$ cat src/rtl/disp_cmd_decoder.sv
// disp_cmd_decoder: decodes SPI host command bytes into frame-buffer pixel writes and swap requests.
// Latency: fb_we follows the third byte of a pixel by 1 cycle; swap_req and cmd_err follow their byte by 1 cycle.
// Backpressure: none; every rx_valid byte inside a frame is accepted, including back-to-back strobes.
//
// Ports:
//   clk, rst_n            system clock, asynchronous active-low reset
//   rx_frame              slave-select level (synchronised); a frame is one command plus payload
//   rx_valid, rx_data     one-cycle byte strobe and byte from the SPI receiver
//   fb_we, fb_addr,       frame-buffer write strobe, pixel address, pixel {b0,b1,b2}
//   fb_wdata
//   swap_req, swap_ack    level swap request, held until the scan engine acknowledges
//   busy                  high whenever the decoder is not idle
//   cmd_err               one-cycle pulse on an unknown command byte
// Optional build macro DISP_CMD_STATS_EN adds saturating counters pix_count (completed writes)
// and err_count (unknown commands plus dropped partial pixels). ADDR_W must be <= 16.
// Commands: 0xF0 WRITE_PIXELS (3-byte pixels), 0x10 SWAP, 0x20 SET_ADDR (lo, hi).

module disp_cmd_decoder #(
  parameter int ADDR_W     = 9,
  parameter int NUM_PIXELS = 512
) (
  input  logic              clk,
  input  logic              rst_n,
  input  logic              rx_frame,
  input  logic              rx_valid,
  input  logic [7:0]        rx_data,
  output logic              fb_we,
  output logic [ADDR_W-1:0] fb_addr,
  output logic [23:0]       fb_wdata,
  output logic              swap_req,
  input  logic              swap_ack,
  output logic              busy,
  output logic              cmd_err
`ifdef DISP_CMD_STATS_EN
  ,
  output logic [15:0]       pix_count,
  output logic [7:0]        err_count
`endif
);

  localparam logic [7:0] CMD_WRITE_PIXELS = 8'hF0;
  localparam logic [7:0] CMD_SWAP         = 8'h10;
  localparam logic [7:0] CMD_SET_ADDR     = 8'h20;

  typedef enum logic [2:0] {
    IDLE,
    CMD,
    PIX0,
    PIX1,
    PIX2,
    ALO,
    AHI,
    DISCARD
  } state_t;

  state_t            state;
  state_t            state_nxt;

  logic              frame_q;
  logic              addr_set;
  logic [ADDR_W-1:0] ptr;
  logic [ADDR_W-1:0] ptr_inc;
  logic [7:0]        b0;
  logic [7:0]        b1;
  logic [7:0]        addr_lo;

  logic              ptr_clr;
  logic              pix_wr;
  logic              b0_ld;
  logic              b1_ld;
  logic              lo_ld;
  logic              hi_ld;
  logic              swap_set;
  logic              err_set;
  logic              frame_end;
  logic              drop;

  assign busy    = (state != IDLE);
  assign ptr_inc = (ptr == ADDR_W'(NUM_PIXELS - 1)) ? '0 : ptr + 1'b1;

  always_ff @(posedge clk or negedge rst_n) begin
    if (!rst_n) begin
      state <= IDLE;
    end else begin
      state <= state_nxt;
    end
  end

  // The byte of the current cycle is always decoded first; a frame end then
  // overrides the next state, so a byte coincident with the falling edge of
  // rx_frame still takes effect.
  always_comb begin
    state_nxt = state;
    ptr_clr   = 1'b0;
    pix_wr    = 1'b0;
    b0_ld     = 1'b0;
    b1_ld     = 1'b0;
    lo_ld     = 1'b0;
    hi_ld     = 1'b0;
    swap_set  = 1'b0;
    err_set   = 1'b0;
    frame_end = 1'b0;
    drop      = 1'b0;

    case (state)
      IDLE: begin
        if (rx_frame && !frame_q) state_nxt = CMD;
      end
      CMD: begin
        if (rx_valid) begin
          case (rx_data)
            CMD_WRITE_PIXELS: begin
              state_nxt = PIX0;
              ptr_clr   = !addr_set;
            end
            CMD_SET_ADDR: state_nxt = ALO;
            CMD_SWAP: begin
              swap_set  = 1'b1;
              state_nxt = DISCARD;
            end
            default: begin
              err_set   = 1'b1;
              state_nxt = DISCARD;
            end
          endcase
        end
      end
      PIX0: begin
        if (rx_valid) begin
          b0_ld     = 1'b1;
          state_nxt = PIX1;
        end
      end
      PIX1: begin
        if (rx_valid) begin
          b1_ld     = 1'b1;
          state_nxt = PIX2;
        end
      end
      PIX2: begin
        if (rx_valid) begin
          pix_wr    = 1'b1;
          state_nxt = PIX0;
        end
      end
      ALO: begin
        if (rx_valid) begin
          lo_ld     = 1'b1;
          state_nxt = AHI;
        end
      end
      AHI: begin
        if (rx_valid) begin
          hi_ld     = 1'b1;
          state_nxt = CMD;
        end
      end
      DISCARD: state_nxt = DISCARD;
      default: state_nxt = IDLE;
    endcase

    if (state != IDLE && !rx_frame) begin
      frame_end = 1'b1;
      // Ending with one or two pixel bytes latched means a pixel is lost.
      drop      = (state_nxt == PIX1) || (state_nxt == PIX2);
      state_nxt = IDLE;
    end
  end

  always_ff @(posedge clk or negedge rst_n) begin
    if (!rst_n) begin
      frame_q  <= 1'b0;
      addr_set <= 1'b0;
      ptr      <= '0;
      b0       <= '0;
      b1       <= '0;
      addr_lo  <= '0;
      fb_we    <= 1'b0;
      fb_addr  <= '0;
      fb_wdata <= '0;
      swap_req <= 1'b0;
      cmd_err  <= 1'b0;
    end else begin
      frame_q <= rx_frame;
      fb_we   <= pix_wr;
      cmd_err <= err_set;
      // A new SWAP beats a same-cycle ack; an extra SWAP while pending merges.
      swap_req <= (swap_req && !swap_ack) || swap_set;

      if (b0_ld) b0 <= rx_data;
      if (b1_ld) b1 <= rx_data;
      if (lo_ld) addr_lo <= rx_data;

      if (pix_wr) begin
        fb_addr  <= ptr;
        fb_wdata <= {b0, b1, rx_data};
        ptr      <= ptr_inc;
      end else if (ptr_clr) begin
        ptr <= '0;
      end else if (hi_ld) begin
        ptr <= ADDR_W'({rx_data, addr_lo});
      end

      if (frame_end) begin
        addr_set <= 1'b0;
      end else if (hi_ld) begin
        addr_set <= 1'b1;
      end
    end
  end

`ifdef DISP_CMD_STATS_EN
  logic [1:0] err_inc;
  logic [8:0] err_sum;

  assign err_inc = {1'b0, err_set} + {1'b0, drop};
  assign err_sum = {1'b0, err_count} + {7'b0, err_inc};

  always_ff @(posedge clk or negedge rst_n) begin
    if (!rst_n) begin
      pix_count <= '0;
      err_count <= '0;
    end else begin
      if (fb_we && pix_count != 16'hFFFF) pix_count <= pix_count + 16'd1;
      err_count <= err_sum[8] ? 8'hFF : err_sum[7:0];
    end
  end
`endif

endmodule

$ cat config.mk
export PLATFORM = sky130hd
export DESIGN_NAME = disp_cmd_decoder
export DESIGN_NICKNAME = d
export VERILOG_FILES = /design/src/rtl/disp_cmd_decoder.sv
export SDC_FILE = /design/constraint.sdc
export NUM_CORES = 1
export LEC_CHECK = 0
export ABC_AREA = 1
export BUFFER_PORTS_ARGS = -buffer_cell sky130_fd_sc_hd__buf_4
export CORE_ASPECT_RATIO = 0.7
export CORE_UTILIZATION = 30
export CTS_BUF_LIST = sky130_fd_sc_hd__clkbuf_16
export DETAILED_ROUTE_END_ITERATION = 8
export PLACE_DENSITY = 0.57
export REMOVE_ABC_BUFFERS = 1
export SYNTH_ARGS = -nofsm -noshare
export SYNTH_HDL_FRONTEND = slang
export SYNTH_SLANG_ARGS = --single-unit
$ cat constraint.sdc
create_clock -name clk -period 1.8 [get_ports clk]
set_input_delay 0.09 -clock clk [delete_from_list [all_inputs] [get_ports clk]]
set_output_delay 0.09 -clock clk [all_outputs]
set_load 0.01 [all_outputs]
# --- Word level (Yosys, flattened, before mapping) ---
# Cells that the tools add are included.
totals:
  reg_bits: 74
  inputBits: 13
  output_inout_bits: 37
  word_cells: 77
op_classes:
  add_sub_neg: 1
  eq_ne: 18
  n_mux: 32
  reduce_logical: 14
op_table:
  columns: ["op", "n"]
  rows:
  - ["9-bit 2-to-1 mux", 4]
  - ["3-bit 2-to-1 mux", 8]
  - ["3-bit one-hot mux with 8 select lines", 1]
  - ["3-bit inequality test (second input constant)", 7]
  - ["1-bit 2-to-1 mux", 18]
  - ["3-bit == test (second input constant)", 4]
  - ["9-bit by 1-bit adder with 9-bit output (second input constant)", 1]
  - ["9-bit == test (second input constant)", 1]
  - ["8-bit by 5-bit == test with 1-bit output (second input constant)", 1]
  - ["8-bit by 6-bit == test with 1-bit output (second input constant)", 1]
  - ["8-bit == test (second input constant)", 1]
  - ["7-bit AND reduction", 1]
  - ["3-bit by 2-bit == test with 1-bit output (second input constant)", 2]
  - ["3-bit one-hot mux with 2 select lines", 1]
  - ["3-bit nonzero test", 2]
  - ["1-bit zero test", 4]
  - ["3-bit by 1-bit == test with 1-bit output (second input constant)", 1]
  - ["1-bit logical AND", 3]
  - ["3-bit zero test", 1]
  - ["3-bit OR reduction", 1]
  - ["2-bit nonzero test", 1]
  - ["1-bit logical OR", 1]

# --- Longest topological paths before layout ---
depth:
  ltp_word: 6
  ltp_mapped: 11
  ltp_nobuf: 11

# --- Worst setup path before layout ---
# Ideal clock, no wire load.
synth_timing:
  path_kind: "register -> register"
  startpoint: "reg ptr[0]"
  endpoint: "reg ptr[5]"
  setup_ps: 66
  t_arrival_ps: 1454
  required_ps: 1734
  path_slack_ps: 280
  path_stages_with_launch: 12
  n_path_buf: 0
  synth_period_minus_slack_ps: 1520
  path_cell_list: "dfrtp_1 -> ha_1 -> nand3_1 -> nor2_1 -> nand3_1 -> nor2_1 -> ha_1 -> nor2_4 -> nand3_1 -> nand2_1 -> nand2_1 -> nand2_1"
synth_via:
  elab_chain_len: 3
  word_cells_on_any_way: 4
  classes_between: "add/sub: 1; eq/ne: 1; mux: 2"
synth_rtl:
  columns: ["element", "line", "source"]
  rows:
  - ["from (decl)", "61", "logic [ADDR_W-1:0] ptr;"]
  - ["from (signal assigned)", "197", "ptr <= ptr_inc;"]
  - ["from (signal assigned)", "201", "ptr <= ADDR_W'({rx_data, addr_lo});"]
  - ["9-bit by 1-bit adder with 9-bit output or 9-bit == test (tied branches)", "79", "assign ptr_inc = (ptr == ADDR_W'(NUM_PIXELS - 1)) ? '0 : ptr + 1'b1;"]
  - ["9-bit 2-to-1 mux (*)", "79", null]
  - ["9-bit 2-to-1 mux (*)", "194", "if (pix_wr) begin"]
# Every way passes the cells marked *; elsewhere a longest branch is shown, timed or not.
# A chain may end at the register's enable or synchronous reset.

# --- Final worst setup path ---
layout_timing:
  startpoint: "reg state[1]"
  endpoint: "reg ptr[1]"
layout_via:
  elab_chain_len: 4
  word_cells_on_any_way: 9
  classes_between: "eq/ne: 3; mux: 5; reduce/logical: 1"
layout_rtl:
  columns: ["element", "line", "source"]
  rows:
  - ["from (decl)", "56", "state_t state;"]
  - ["from (signal assigned)", "85", "state <= state_nxt;"]
  - ["3-bit by 1-bit == test with 1-bit output", "105", "case (state)"]
  - ["1-bit 2-to-1 mux", "105", null]
  - ["9-bit 2-to-1 mux", "198", "end else if (ptr_clr) begin"]
  - ["9-bit 2-to-1 mux", "194", null]
# Several ways; a longest one is shown, not always the timed one.

==> key figures <==
Final layout
  – Area Growth Syn to Fin: 24.93%
  – Post-Layout Cell Count: 579
  – Final nets: 459
  – Layout cells sized above 1: 0.1857
  – Diodes inserted: 0
  – Cell area after layout: 0.004069 mm^2
  – Fill cell instance count of the final layout: 1064

Pwr
  – Maximum VDD drop: 566.8 uV
  – Net Sw Frac: 0.3591
  – P_leak: 2.178 nW
  – PwrDens: 1687 mW/mm^2
  – Internal: 0.004398 W
  – Seq pwr share: 0.418
  – Combinational group share of total power: 0.361
  – Psw: 0.002465 W
  – Clock power share: 0.221

Worst setup path
  – Crit-path max FO: 26
  – CP Launch Type: flip-flop
  – Critical Path RT: 2070 ps
  – CP Capture Type: flip-flop
  – CP max-delay cell: dfrtp_1
  – Critical path's largest stage delay: 440 ps
  – CP dominant cell by count: nand2_1
  – Critical Path AT: 1960 ps
  – CP cell instances: nor2_1, nand2_2, buf_4, nor2_4, nand2_1, nand2_1, nand2_1, inv_1
  – CP Class: flip-flop to flip-flop

Floorplan
  – Area of the core: 0.01043 mm^2
  – Site row count: 31
  – Io pins: 50
  – Die width: 126.5 um
  – Starting Density: 0.3121
  – Die H: 89.18 um
  – Die area: 0.01128 mm^2

Timing
  – Relative slew slack: 0.6551
  – Period minus WS final: 1688 ps
  – Max Freq: 592.4 MHz
  – Post-route clock period utilization: 0.9377
  – Final setup viols: 0
  – Setup TNS: 0 ps
  – RSZ-0062 raised after global routing: true
  – Actual slew at the worst max-slew pin: 516.1 ps
  – Final Hold Fails: 0
  – Slew Viols, Final: 0
  – Worst Skew: 6.240 ps

Worst hold path
  – Hold WC Path Type: input pin to flip-flop

Synthesis
  – Yosys cell types: 25
  – Number of synthesized flops with an enable pin: 0
  – Commonest cells in the netlist: 144 x nand2_1, 74 x dfrtp_1, 39 x o21ai_0, 34 x inv_1, 22 x nand3_1
  – Leading area contributor after synthesis: dfrtp_1
  – Fraction of registers with async set/reset: 1.000
  – Netlist Area Pre-Place: 0.003257 mm^2
  – Syn Area/Cell: 8.459 um^2
  – Seq/Total Area, Yosys: 0.5686
  – Main synth FF type: dfrtp_1
  – Main area contributors after synthesis: dfrtp_1 57%, nand2_1 17%, o21ai_0 6.0%
  – Ys Warns: 0
  – Post-Syn Instances: 385
  – Share of the synthesized area in the top cell type: 0.5686
  – #FFs+latches synth: 74
  – Most common cell in the synthesized netlist: nand2_1

Global route
  – GRT busiest layer: met2
  – Total global routing overflow: 0
  – Initial antenna violation count: 0
  – Vias in the first global route: 2535
  – Global Route met3 Usage: 0.04428
  – First-pass GRT wire length: 12720 um
  – Tot GR Track Use: 0.1465
  – Largest net degree at the start of global routing: 40
  – M2 GR Usage: 0.2150
  – Met1 track demand over resource: 0.2059

Place
  – Detailed Place HPWL: 5166 um
  – GP Congestion: 0.8269
  – Placed Area: 0.003770 mm^2
  – Buffers on Ports: 49
  – Placed Cells: 560

Drt
  – ANT nets after route: 0
  – DRT iter0 DRCs: 157
  – Drt first pass iters: 4
  – Average routed wire per standard cell: 12.91 um
  – Via count: 2658
  – Total wire length: 7475 um
  – Number of vias per cell: 4.591
  – Remaining routing DRC violations: 0

Clocking
  – Clock buffer depth: 2
  – Clock Sink Count: 74
  – Worst skew pair latency: 330 ps
  – CTS clk-pin slew, worst paths: 50 ps
  – H-tree Lvls: 3
  – CTS Buf Count: 9
  – CTS tree: built
  – Root Buffer: clkbuf_16

Flow run
  – Max cap viols: 0

Outcome
  – Outcome: finished clean
-- cells in the final DEF, fill, tap and decap left out --
cell,Yosys,final
or2_0,1,1
o22ai_1,1,1
o21ai_0,39,39
xor2_1,1,1
nand4_1,9,9
nand3_1,22,21
nand3b_1,3,3
nand2_4,1,1
nand2_1,144,144
clkbuf_16,0,9
buf_12,0,1
nand3_2,0,1
nor3_1,1,1
inv_2,1,1
dlygate4sd3_1,0,3
ha_2,0,1
clkinv_1,0,1
a21oi_1,6,6
ha_1,2,1
nor2_1,16,15
o21ai_1,6,6
buf_4,2,59
or2_2,4,4
nor2_4,2,2
dfrtp_1,74,74
nand2_2,2,2
nor2_2,1,2
inv_1,34,38
-- layout make-up --
class | instances | area, um^2 | area share
tap | 132 | 165.2 | 0.04059
clock inverter | 5 | 18.77 | 0.004613
inverter | 35 | 131.4 | 0.03229
timing repair buffer | 63 | 493.0 | 0.1212
sequential | 74 | 1852 | 0.4551
clock buffer | 9 | 225.2 | 0.05535
multi-input combinational | 261 | 1184 | 0.2909
-- state kept, by name (all words and copies together), names as in the netlist --
name and count:
ptr 9, b0 8, swap_req 1, cmd_err 1, addr_lo 8, fb_addr 9
fb_wdata 24, fb_we 1, frame_q 1, addr_set 1, b1 8, state 3
-- stage by stage --
| step | setup WS (ps) | hold WS [ps] | power, W | util |
|---|---|---|---|---|
| final | 112.1 | 83.56 | 0.006863 | 0.3900 |
| after floorplan | -315.4 | -205.6 | 0.004220 | - |
| after detailed placement | 127.2 | 86.91 | 0.005337 | 0.3613 |
| after global routing | -13.36 | 107.3 | 0.007423 | 0.3900 |
| after global placement | 172.1 | 76.18 | 0.005286 | 0.3613 |
| after CTS | 94.67 | 76.71 | 0.006903 | 0.3876 |
-- per-layer routing --
layer	routed length (um)	vias to the layer above
met5	0	-
met4	36	0
met3	338	4
met2	3066	64
met1	4033	1246
li1	-	1344
-- path summary, 6_finish.rpt --
kind                                      start                  endpoint  slack [ps]  cells past startpoint
hold / removal                       rx_data[2]   fb_wdata[2]$_DFFE_PN0P_          80                      3
hold reg to reg               b0[7]$_DFFE_PN0P_  fb_wdata[23]$_DFFE_PN0P_         470                      2
min in group asynchronous                 rst_n   fb_wdata[9]$_DFFE_PN0P_         270                      2
max in group asynchronous                 rst_n      state[1]$_DFFE_PN0P_         950                      3
setup / recovery           state[1]$_DFFE_PN0P_        ptr[1]$_DFFE_PN0P_         110                      8
setup reg to reg           state[1]$_DFFE_PN0P_        ptr[1]$_DFFE_PN0P_         110                      8
-- power groups by stage --
stage               sequential [W]  clock, W  combinational (W)
floorplan                  0.00298         0            0.00124
global placement           0.00287         0            0.00241
detailed placement         0.00289         0            0.00245
CTS                        0.00287   0.00156            0.00247
global route               0.00297   0.00162            0.00283
finish                     0.00287   0.00152            0.00248
-- worst max-delay path, delay by kind of cell (launching register included) --
kind | cells | cell delay (ps)
DFF | 1 | 440
and+or+nand+nor | 6 | 900
buffers and inverters | 2 | 280
-- what timing repair did --
item                                   4_1_cts  5_1_grt
hold buffers                                 3        0
resized for setup                            0        3
setup endpoints to repair                    0        9
endpoints found under the hold margin       37        0
setup buffers                                0        2
-- kinds of logic (layout without fill, tap and decap cells) --
logic type      Yosys count  count (layout)  share of synthesized area
compound gates           52              52                    0.08029
xor+xnor                  1               1                   0.002690
fa+ha+maj                 2               2                   0.007682
buf+inv                  50             112                    0.07107
flops                    74              74                     0.5686
simple gates            206             206                     0.2697
(Power assumes the default switching activity.)
